==> src/rtl/axi_adapter_arb_32_pkg.sv <==
// Shared types for the 32-bit AXI adapter front-end arbiter.
package axi_adapter_arb_32_pkg;

  // Request kind understood by the adapter: single beat or full cache line.
  typedef enum logic {
    SINGLE_REQ     = 1'b0,
    CACHE_LINE_REQ = 1'b1
  } ad_req_t;

  typedef enum logic [1:0] {
    IDLE     = 2'd0,
    LOCKED   = 2'd1,
    WAIT_RSP = 2'd2
  } arb_state_e;

endpackage

==> src/rtl/axi_adapter_arb_32_rr.sv <==
// Combinational round-robin pick: first requester at or after the pointer,
// wrapping modulo NUM_REQ.
module rr_arb_tree_lite #(
  parameter int unsigned NUM_REQ = 3,
  parameter int unsigned IDX_W   = (NUM_REQ > 1) ? $clog2(NUM_REQ) : 1
) (
  input  logic [NUM_REQ-1:0] i_req,
  input  logic [IDX_W-1:0]   i_ptr,
  output logic               o_valid,
  output logic [IDX_W-1:0]   o_idx
);

  // Scan offsets from farthest to nearest so the nearest requester wins.
  always_comb begin
    int             w_sum;
    logic [IDX_W-1:0] w_pos;
    o_valid = 1'b0;
    o_idx   = {IDX_W{1'b0}};
    w_sum   = 0;
    w_pos   = {IDX_W{1'b0}};
    for (int k = int'(NUM_REQ) - 1; k >= 0; k--) begin
      w_sum   = int'(i_ptr) + k;
      w_sum   = (w_sum >= int'(NUM_REQ)) ? (w_sum - int'(NUM_REQ)) : w_sum;
      w_pos   = IDX_W'(w_sum);
      o_valid = o_valid | i_req[w_pos];
      o_idx   = i_req[w_pos] ? w_pos : o_idx;
    end
  end

endmodule

==> src/rtl/axi_adapter_arb_32.sv <==
// Round-robin front-end for the 32-bit AXI adapter: picks one cache-side
// requester, holds it until the adapter grants, and routes the single response back.
module axi_adapter_arb_32
  import axi_adapter_arb_32_pkg::*;
#(
  parameter int unsigned NUM_PORTS    = 3,
  parameter int unsigned DATA_WIDTH   = 128,
  parameter int unsigned AXI_ID_WIDTH = 4
) (
  input  logic                                  clk_i,
  input  logic                                  rst_ni,
  input  logic [NUM_PORTS-1:0]                  port_req_i,
  input  ad_req_t [NUM_PORTS-1:0]               port_type_i,
  input  logic [NUM_PORTS-1:0]                  port_we_i,
  input  logic [NUM_PORTS-1:0][31:0]            port_addr_i,
  input  logic [NUM_PORTS-1:0][DATA_WIDTH-1:0]  port_wdata_i,
  input  logic [NUM_PORTS-1:0][DATA_WIDTH/8-1:0] port_be_i,
  input  logic [NUM_PORTS-1:0][1:0]             port_size_i,
  output logic [NUM_PORTS-1:0]                  port_gnt_o,
  output logic [NUM_PORTS-1:0]                  port_valid_o,
  output logic [DATA_WIDTH-1:0]                 port_rdata_o,
  output logic [NUM_PORTS-1:0]                  port_cw_valid_o,
  output logic [31:0]                           port_cw_o,
  output logic                                  adp_req_o,
  output ad_req_t                               adp_type_o,
  output logic                                  adp_we_o,
  output logic [31:0]                           adp_addr_o,
  output logic [DATA_WIDTH-1:0]                 adp_wdata_o,
  output logic [DATA_WIDTH/8-1:0]               adp_be_o,
  output logic [1:0]                            adp_size_o,
  output logic [AXI_ID_WIDTH-1:0]               adp_id_o,
  input  logic                                  adp_gnt_i,
  input  logic                                  adp_valid_i,
  input  logic [DATA_WIDTH-1:0]                 adp_rdata_i,
  input  logic [AXI_ID_WIDTH-1:0]               adp_id_i,
  input  logic [31:0]                           adp_cw_i,
  input  logic                                  adp_cw_valid_i,
  output logic                                  err_o
);

  localparam int unsigned IDX_W = (NUM_PORTS > 1) ? $clog2(NUM_PORTS) : 1;

  arb_state_e       r_state, w_state_nxt;
  logic [IDX_W-1:0] r_owner, w_owner_nxt;
  logic [IDX_W-1:0] r_rr, w_rr_nxt;
  logic             r_err, w_err_nxt;

  logic             w_pick_valid;
  logic [IDX_W-1:0] w_pick_idx;
  logic [IDX_W-1:0] w_sel;
  logic             w_req;
  logic [NUM_PORTS-1:0] w_gnt, w_valid, w_cw_valid;
  logic             w_unused_id;

  // Pointer arithmetic wraps at NUM_PORTS, which need not be a power of two.
  function automatic logic [IDX_W-1:0] wrap_inc(input logic [IDX_W-1:0] v);
    logic [IDX_W-1:0] r;
    if (v == IDX_W'(NUM_PORTS - 1)) begin
      r = {IDX_W{1'b0}};
    end else begin
      r = v + IDX_W'(1'b1);
    end
    return r;
  endfunction

  rr_arb_tree_lite #(
    .NUM_REQ (NUM_PORTS),
    .IDX_W   (IDX_W)
  ) u_rr (
    .i_req   (port_req_i),
    .i_ptr   (r_rr),
    .o_valid (w_pick_valid),
    .o_idx   (w_pick_idx)
  );

  // Next-state, port strobes and adapter request selection.
  always_comb begin
    w_state_nxt = r_state;
    w_owner_nxt = r_owner;
    w_rr_nxt    = r_rr;
    w_err_nxt   = r_err;
    w_sel       = r_owner;
    w_req       = 1'b0;
    w_gnt       = {NUM_PORTS{1'b0}};
    w_valid     = {NUM_PORTS{1'b0}};
    w_cw_valid  = {NUM_PORTS{1'b0}};
    case (r_state)
      IDLE: begin
        if (adp_valid_i || adp_cw_valid_i) begin
          w_err_nxt = 1'b1;
        end else begin
          w_err_nxt = r_err;
        end
        if (w_pick_valid) begin
          w_sel       = w_pick_idx;
          w_req       = 1'b1;
          w_owner_nxt = w_pick_idx;
          if (adp_gnt_i) begin
            w_gnt[w_pick_idx] = 1'b1;
            w_rr_nxt          = wrap_inc(w_pick_idx);
            w_state_nxt       = WAIT_RSP;
          end else begin
            w_state_nxt = LOCKED;
          end
        end else begin
          w_state_nxt = IDLE;
        end
      end
      LOCKED: begin
        // The adapter may already be sampling this request; never switch owner here.
        w_req = 1'b1;
        if (!port_req_i[r_owner] || adp_valid_i || adp_cw_valid_i) begin
          w_err_nxt = 1'b1;
        end else begin
          w_err_nxt = r_err;
        end
        if (adp_gnt_i) begin
          w_gnt[r_owner] = 1'b1;
          w_rr_nxt       = wrap_inc(r_owner);
          w_state_nxt    = WAIT_RSP;
        end else begin
          w_state_nxt = LOCKED;
        end
      end
      WAIT_RSP: begin
        if (adp_cw_valid_i) begin
          w_cw_valid[r_owner] = 1'b1;
        end else begin
          w_cw_valid = {NUM_PORTS{1'b0}};
        end
        if (adp_valid_i) begin
          w_valid[r_owner] = 1'b1;
          w_state_nxt      = IDLE;
          if (adp_id_i[IDX_W-1:0] != r_owner) begin
            w_err_nxt = 1'b1;
          end else begin
            w_err_nxt = r_err;
          end
        end else begin
          w_state_nxt = WAIT_RSP;
        end
      end
      default: begin
        w_state_nxt = IDLE;
      end
    endcase
  end

  // Arbiter state; a reset drops any transaction in flight without completion.
  always_ff @(posedge clk_i or negedge rst_ni) begin
    if (!rst_ni) begin
      r_state <= IDLE;
      r_owner <= {IDX_W{1'b0}};
      r_rr    <= {IDX_W{1'b0}};
      r_err   <= 1'b0;
    end else begin
      r_state <= w_state_nxt;
      r_owner <= w_owner_nxt;
      r_rr    <= w_rr_nxt;
      r_err   <= w_err_nxt;
    end
  end

  assign adp_req_o   = w_req;
  assign adp_type_o  = w_req ? port_type_i[w_sel] : SINGLE_REQ;
  assign adp_we_o    = w_req ? port_we_i[w_sel] : 1'b0;
  assign adp_addr_o  = w_req ? port_addr_i[w_sel] : 32'h0000_0000;
  assign adp_wdata_o = w_req ? port_wdata_i[w_sel] : {DATA_WIDTH{1'b0}};
  assign adp_be_o    = w_req ? port_be_i[w_sel] : {(DATA_WIDTH/8){1'b0}};
  assign adp_size_o  = w_req ? port_size_i[w_sel] : 2'b00;
  assign adp_id_o    = w_req ? AXI_ID_WIDTH'(w_sel) : {AXI_ID_WIDTH{1'b0}};

  assign port_gnt_o      = w_gnt;
  assign port_valid_o    = w_valid;
  assign port_cw_valid_o = w_cw_valid;
  assign port_rdata_o    = adp_rdata_i;
  assign port_cw_o       = adp_cw_i;
  assign err_o           = r_err;

  // Only the low ID bits identify the owner.
  assign w_unused_id = ^adp_id_i;

endmodule

==> config.mk <==
export PLATFORM = sky130hd
export DESIGN_NAME = axi_adapter_arb_32
export DESIGN_NICKNAME = d
export VERILOG_FILES = /design/src/rtl/axi_adapter_arb_32_pkg.sv /design/src/rtl/axi_adapter_arb_32_rr.sv /design/src/rtl/axi_adapter_arb_32.sv
export SDC_FILE = /design/constraint.sdc
export NUM_CORES = 1
export LEC_CHECK = 0
export CORE_AREA = 2 2 420 422
export DETAILED_ROUTE_END_ITERATION = 8
export DIE_AREA = 0 0 422 424
export REMOVE_ABC_BUFFERS = 1
export SYNTH_ARGS = -nofsm -noshare
export SYNTH_HDL_FRONTEND = slang
export SYNTH_SLANG_ARGS = --single-unit
==> constraint.sdc <==
create_clock -name clk_i -period 5.3 [get_ports clk_i]
set_input_delay 0.795 -clock clk_i [delete_from_list [all_inputs] [get_ports clk_i]]
set_output_delay 0.795 -clock clk_i [all_outputs]
set_load 0.02 [all_outputs]
* Yosys cells after proc, flatten, opt, wreduce, memory -nomap -nowiden
Index checks and enable logic that the tools add are counted.
Storage, ports and cells: flip-flop bits (word level) 7, logic and storage cells 111, output and inout port bits 355, input bits 712
Cells by class: equality and inequality tests 12, bitwise operators 2, add/sub/neg operators 7, muxes and demuxes 64, reductions and logical operators 11, $lt $le $gt $ge 11
Operators by type and width (count):
- binary-select mux 128 bit (select 2 bit) | 1
- 2-to-1 mux 128 bit | 2
- binary-select mux 32 bit (select 2 bit) | 1
- 2-to-1 mux 32 bit | 2
- 2-to-1 mux 2 bit | 19
- binary-select mux 16 bit (select 2 bit) | 1
- 2-to-1 mux 16 bit | 2
- 2-to-1 mux 3 bit | 7
- less-than comparator 2 x 3 -> 1 bit (second input constant) | 6
- 2-to-1 mux 1 bit | 15
- binary-select mux 1 bit (select 2 bit) | 6
- != test 2 bit (second input constant) | 6
- equality test 2 bit (second input constant) | 3
- greater-or-equal comparator 3 x 2 -> 1 bit (second input constant) | 2
- one-hot mux 2 bit (3 select lines) | 1
- one-hot mux 3 bit (2 select lines) | 1
- AND reduction 5 bit | 1
- adder 2 x 1 -> 2 bit (second input constant) | 2
- binary-select mux 2 bit (select 2 bit) | 1
- demux 1 bit (select 2 bit) | 2
- greater-or-equal comparator 2 x 1 -> 1 bit (second input constant) | 2
- one-hot mux 2 bit (2 select lines) | 1
- AND reduction 4 bit | 1
- subtractor 2 x 1 -> 2 bit (second input constant) | 2
- other kinds (16) | 20

* Longest topological paths before layout
Gate-level depths: netlist of the first run.
depth in word-level cells 15, mapped depth 13, gate-level depth less buffers 9

* Modules after synthesis
From an unflattened synthesis of the first run, not the netlist that was laid out.
Unflattened totals: cells, all modules 1277, area total of the unflattened synthesis 9381.5 um2
Modules (own cells, without submodules):
- axi_adapter_arb_32 | sequential area each 175.2 um2, instances 1, area each 9158.8 um2, cells each 1248
- rr_arb_tree_lite | sequential area each 0.0 um2, instances 1, area each 222.7 um2, cells each 29

* Least setup slack after synthesis of the first run
Ideal clock, no wire load.
kind in2out, from in port_req_i[2], to out adp_wdata_o[17], stages on the path 8, arrival time 2439 ps, slack 2066 ps, buffers on the path 2, required time 4505 ps, cells stage by stage nor2_2 -> o211ai_1 -> nand4_4 -> mux2i_4 -> nand2_2 -> buf_4 -> clkbuf_1 -> o22ai_1
On the way: longest elaborated chain between the ends 10, elaborated cells on any way between the ends 18, those cells by class mux (16); bitwise (2)
RTL lines:
- start, declared | RTL line axi_adapter_arb_32.sv:12 | input logic [NUM_PORTS-1:0] port_req_i,
- binary-select mux 1 bit (select 2 bit) | RTL line axi_adapter_arb_32_rr.sv:25, axi_adapter_arb_32_rr.sv:26
- 2-to-1 mux 1 bit (not written as such) | RTL line axi_adapter_arb_32_rr.sv:25, axi_adapter_arb_32_rr.sv:26
- 2-to-1 mux 2 bit (3 in series) | RTL line axi_adapter_arb_32_rr.sv:26 | o_idx = i_req[w_pos] ? w_pos : o_idx;
- 2-to-1 mux 2 bit
- 2-to-1 mux 2 bit | RTL line axi_adapter_arb_32.sv:87 | case (r_state)
- binary-select mux 128 bit (select 2 bit) | RTL line axi_adapter_arb_32.sv:168 | assign adp_wdata_o = w_req ? port_wdata_i[w_sel] : {DATA_WIDTH{1'b0}};
- 2-to-1 mux 128 bit (not written as such) | RTL line axi_adapter_arb_32.sv:168
- 2-to-1 mux 128 bit * | RTL line axi_adapter_arb_32.sv:168
- end, declared | RTL line axi_adapter_arb_32.sv:28 | output logic [DATA_WIDTH-1:0] adp_wdata_o,
Every way passes the cells marked *; elsewhere a longest branch is shown, timed or not. The select of a mux whose other input is x is not followed.

* Final worst setup path of the first run
from in port_req_i[2], to out adp_addr_o[21]
On the way: longest elaborated chain between the ends 10, elaborated cells on any way between the ends 18, those cells by class mux (16); bitwise (2)
RTL lines:
- binary-select mux 1 bit (select 2 bit) | RTL line axi_adapter_arb_32_rr.sv:25, axi_adapter_arb_32_rr.sv:26
- 2-to-1 mux 1 bit (not written as such) | RTL line axi_adapter_arb_32_rr.sv:25, axi_adapter_arb_32_rr.sv:26
- 2-to-1 mux 2 bit (3 in series) | RTL line axi_adapter_arb_32_rr.sv:26
- 2-to-1 mux 2 bit
- 2-to-1 mux 2 bit | RTL line axi_adapter_arb_32.sv:87
- binary-select mux 32 bit (select 2 bit) | RTL line axi_adapter_arb_32.sv:167 | assign adp_addr_o = w_req ? port_addr_i[w_sel] : 32'h0000_0000;
- 2-to-1 mux 32 bit (not written as such) | RTL line axi_adapter_arb_32.sv:167
- 2-to-1 mux 32 bit * | RTL line axi_adapter_arb_32.sv:167
- end, declared | RTL line axi_adapter_arb_32.sv:27 | output logic [31:0] adp_addr_o,
Marks and branches as above.

==> results.yml, run 1 <==
placed_design:
  io_buffers: 742
  dpl.hpwl_um: 110000
  post-place-cells: 3732
  pre_cts_slack_ns: 0.5452
  gp_congestion: 0.9065
global_route:
  grt_pass1_wl_um: 144600
  grt_use_total: 0.1329
  antenna_found_initial: 33
  grt_pass1_vias: 9132
  overflow: 0
  grt_max_degree: 73
layout:
  area.growth.synth_to_final_pct: 168.5
  drive_gt1_frac: 0.1275
  num-fill-cells: 20470
  fin_nets: 2111
  finalNonFillerCells: 3748
power:
  ir_drop_uv: 261.0
  seqPwrFrac: 0.010
  swShare: 0.5731
  p_leak_nw: 6.167
  p_int_w: 0.004703
  p_sw_w: 0.006315
  p_clk_frac: 0.012
  combPwrFrac: 0.978
  powerDensity_nw_per_um2: 683.5
  power_w: 0.01102
route:
  drt_iter0_markers: 1173
  drc: 0
  routed_via_density: 2.691
  wl_per_cell_um: 33.46
  drt-met1-wl_um: 48620
  antenna_left: 0
  totalWireLength_um: 125400
  route.vias.total: 10090
  dr_wl_met3_um: 26010
  dr.max_layer_used: "met5"
  firstDrtPassIters: 6
  wl_met2_um: 45210
clocking:
  path_clk_slew_ns: 0.04
  h-tree-depth: 1
  cts.sinks: 7
  clk_latency_ns: 0.24
  postCtsSetupBuffers: 0
  hold_buffers: 0
  cts_tree: "yes"
  cts-root-buf: "clkbuf_16"
  cts_resized: 0
  cts_buffers: 3
  clock_path_buffers: 2
timing:
  tightest_slew_ns: 0.6900
  min_period_ns: 4.859
  slew_viol_final: 0
  rsz0062_at_grt: "no"
  fin_crit_sh: 0.9168
  setup_viol: 0
  slew_headroom: 0.5400
  fin_ws_ns: 0.4410
  hold_violations: 0
  fin_worst_skew_ns: 0.004929
  fmax_mhz: 205.8
floorplanning:
  die_area_um2: 178900
  rows: 154
  fp.dieW_um: 422
  core_area_um2: 175000
  die_h_um: 424
  io_pins: 1067
  start_util: 0.03432
job:
  cap_violations: 0
yosys:
  synth.yosys.seq_area_share: 0.02917
  synth_edf_count: 0
  synth_area_leaders: "mux2i_1, buf_4, o22ai_1"
  synth_top_flop_cell: "dfrtp_1"
  synth_top_cells_by_count: "nand2_1, mux2i_1, o22ai_1"
  yosysMostFrequentCell: "nand2_1"
  syn-cell-area_um2: 6005
  synth_cells: 861
  synth.top_cell.area_share: 0.3034
  synth_area_leader_cell: "mux2i_1"
  synth_area_per_cell_um2: 6.974
  ys_types: 39
  synth_warnings: 0
  ys_seq_elements: 7
  synthArstFlopShare: 1.000
status:
  status: "completed"
critical_path:
  crit_path_max_fanout: 18
  critical_path_arrival_ns: 4.06
  crit_buf_inv: 4
  cp.required_ns: 4.51
  cp-end-kind: "output pin"
  crit_top_cell: "clkdlybuf4s50_1"
  critPathTopFamily: "buffers and inverters"
  criticalPathCategory: "in2out"
  slowest_stage: "clkdlybuf4s50_1"
  critPathMaxStageDelay_ns: 0.55
  start_kind: "input pin"
  critical_path.cell_chain: "clkdlybuf4s50_1 > nor2_2 > o211ai_1 > nand4_4 > mux2i_4 > buf_12 > buf_4 > mux2i_1 > o22ai_1 > clkdlybuf4s50_1"
hold_path:
  hold_path_class: "reg2reg"
[stage by stage]
| stage | cell area [um2] | util | setup TNS (ns) | hold slack [ns] |
|---|---|---|---|---|
| floorplan | 4268 | - | -1017.53 | 0.4761 |
| global placement | 16010 | 0.09152 | 0 | 0.4587 |
| detailed placement | 16010 | 0.09152 | 0 | 0.4703 |
| CTS | 16090 | 0.09197 | 0 | 0.4796 |
| global route | 16110 | 0.09207 | 0 | 0.4965 |
| finish | 16120 | 0.09214 | 0 | 0.4788 |
[area by class of cell]
| class | instances | area [um2] | share of cell area |
|---|---|---|---|
| tap | 2340 | 2928 | 0.1816 |
| sequential | 7 | 175.2 | 0.01087 |
| timing repair buffer | 773 | 8781 | 0.5447 |
| inverter | 7 | 33.78 | 0.002096 |
| clock buffer | 4 | 78.83 | 0.004890 |
| multi-input combinational | 605 | 4094 | 0.2540 |
| antenna | 12 | 30.03 | 0.001863 |
[worst reg2reg max path: stages, from the launching register on]
cell	delay [ns]
dfrtp_1	0.36
inv_1	0.06
ha_1	0.37
nor3_1	0.27
o21ai_2	0.13
nand4_4	0.16
mux2i_4	0.34
buf_12	0.21
inv_2	0.04
[cells in the final DEF (no fill, tap or decap), types with 2 or more instances in the layout]
master           Yosys  final
nor3b_1              2      2
inv_1                3      3
buf_12               0    115
clkbuf_16            0      3
nor2_1              11     11
a21o_1               3      3
dfrtp_1              7      7
nor3_1               4      4
clkdlybuf4s50_1      0    615
xor2_1               2      2
and3_1               2      2
nand2_1            185    185
nand2b_1             3      3
o211ai_1             2      2
mux2i_1            182    182
or2_2                2      2
o22ai_1            180    180
o21ai_2              2      2
o21ai_0              2      2
diode_2              0     12
conb_1               1      2
inv_2                4      3
nand2_8              0      2
ha_1                 2      2
nor2b_1              3      3
mux2i_4              2      2
buf_4              164     43
a31oi_1              2      2
[worst paths after layout]
check                           depth (start not counted)     startpoint  slack [ns]             end
worst max register to register                          8        r_rr[0]        3.25      r_owner[1]
worst min register to register                          1          err_o        0.48           err_o
worst min-delay path                                    1          err_o        0.48           err_o
worst max-delay path                                   10  port_req_i[2]        0.44  adp_addr_o[21]
max in group asynchronous                               1         rst_ni        4.02         r_rr[0]
min in group asynchronous                               1         rst_ni        0.92           err_o
[kinds of logic after synthesis]
kind of cell,synth area share
xor gates and xnor gates,0.002918
and+or+nand+nor,0.1479
DFF,0.02917
AOI/OAI and AO/OA,0.2082
other,0.0006245
adders and majority gates,0.006042
buffers and inverters,0.2942
muxes,0.3109
[registers in the layout, summed over array words and instances (netlist names)]
| signal | count |
|---|---|
| err_o | 1 |
| r_state | 2 |
| r_rr | 2 |
| r_owner | 2 |
[metal layers]
metal  up-vias  global-route usage
li1       4013                   -
met2      1250              0.1663
met3       136              0.1294
met5         -              0.1161
met4        42             0.02417
met1      4644              0.1495
[power groups by stage]
| stage | Sequential [W] | Combinational, W | Clock [W] |
|---|---|---|---|
| final | 0.000109 | 0.0108 | 0.000131 |
| after global routing | 0.000111 | 0.0115 | 0.000134 |
| after CTS | 0.000106 | 0.0113 | 0.000130 |
| after detailed placement | 0.000106 | 0.0113 | 0 |
| after global placement | 0.000107 | 0.0113 | 0 |
| after floorplan | 0.0000975 | 0.00416 | 0 |
No activity file was read; power rests on OpenSTA's default activity.
==> run 2, diff against run 1 <==
Settings changed: CTS_CLUSTER_DIAMETER set to 120.
==> results of run 2 <==
Final layout, timing and power as in run 1 (identical DEF).
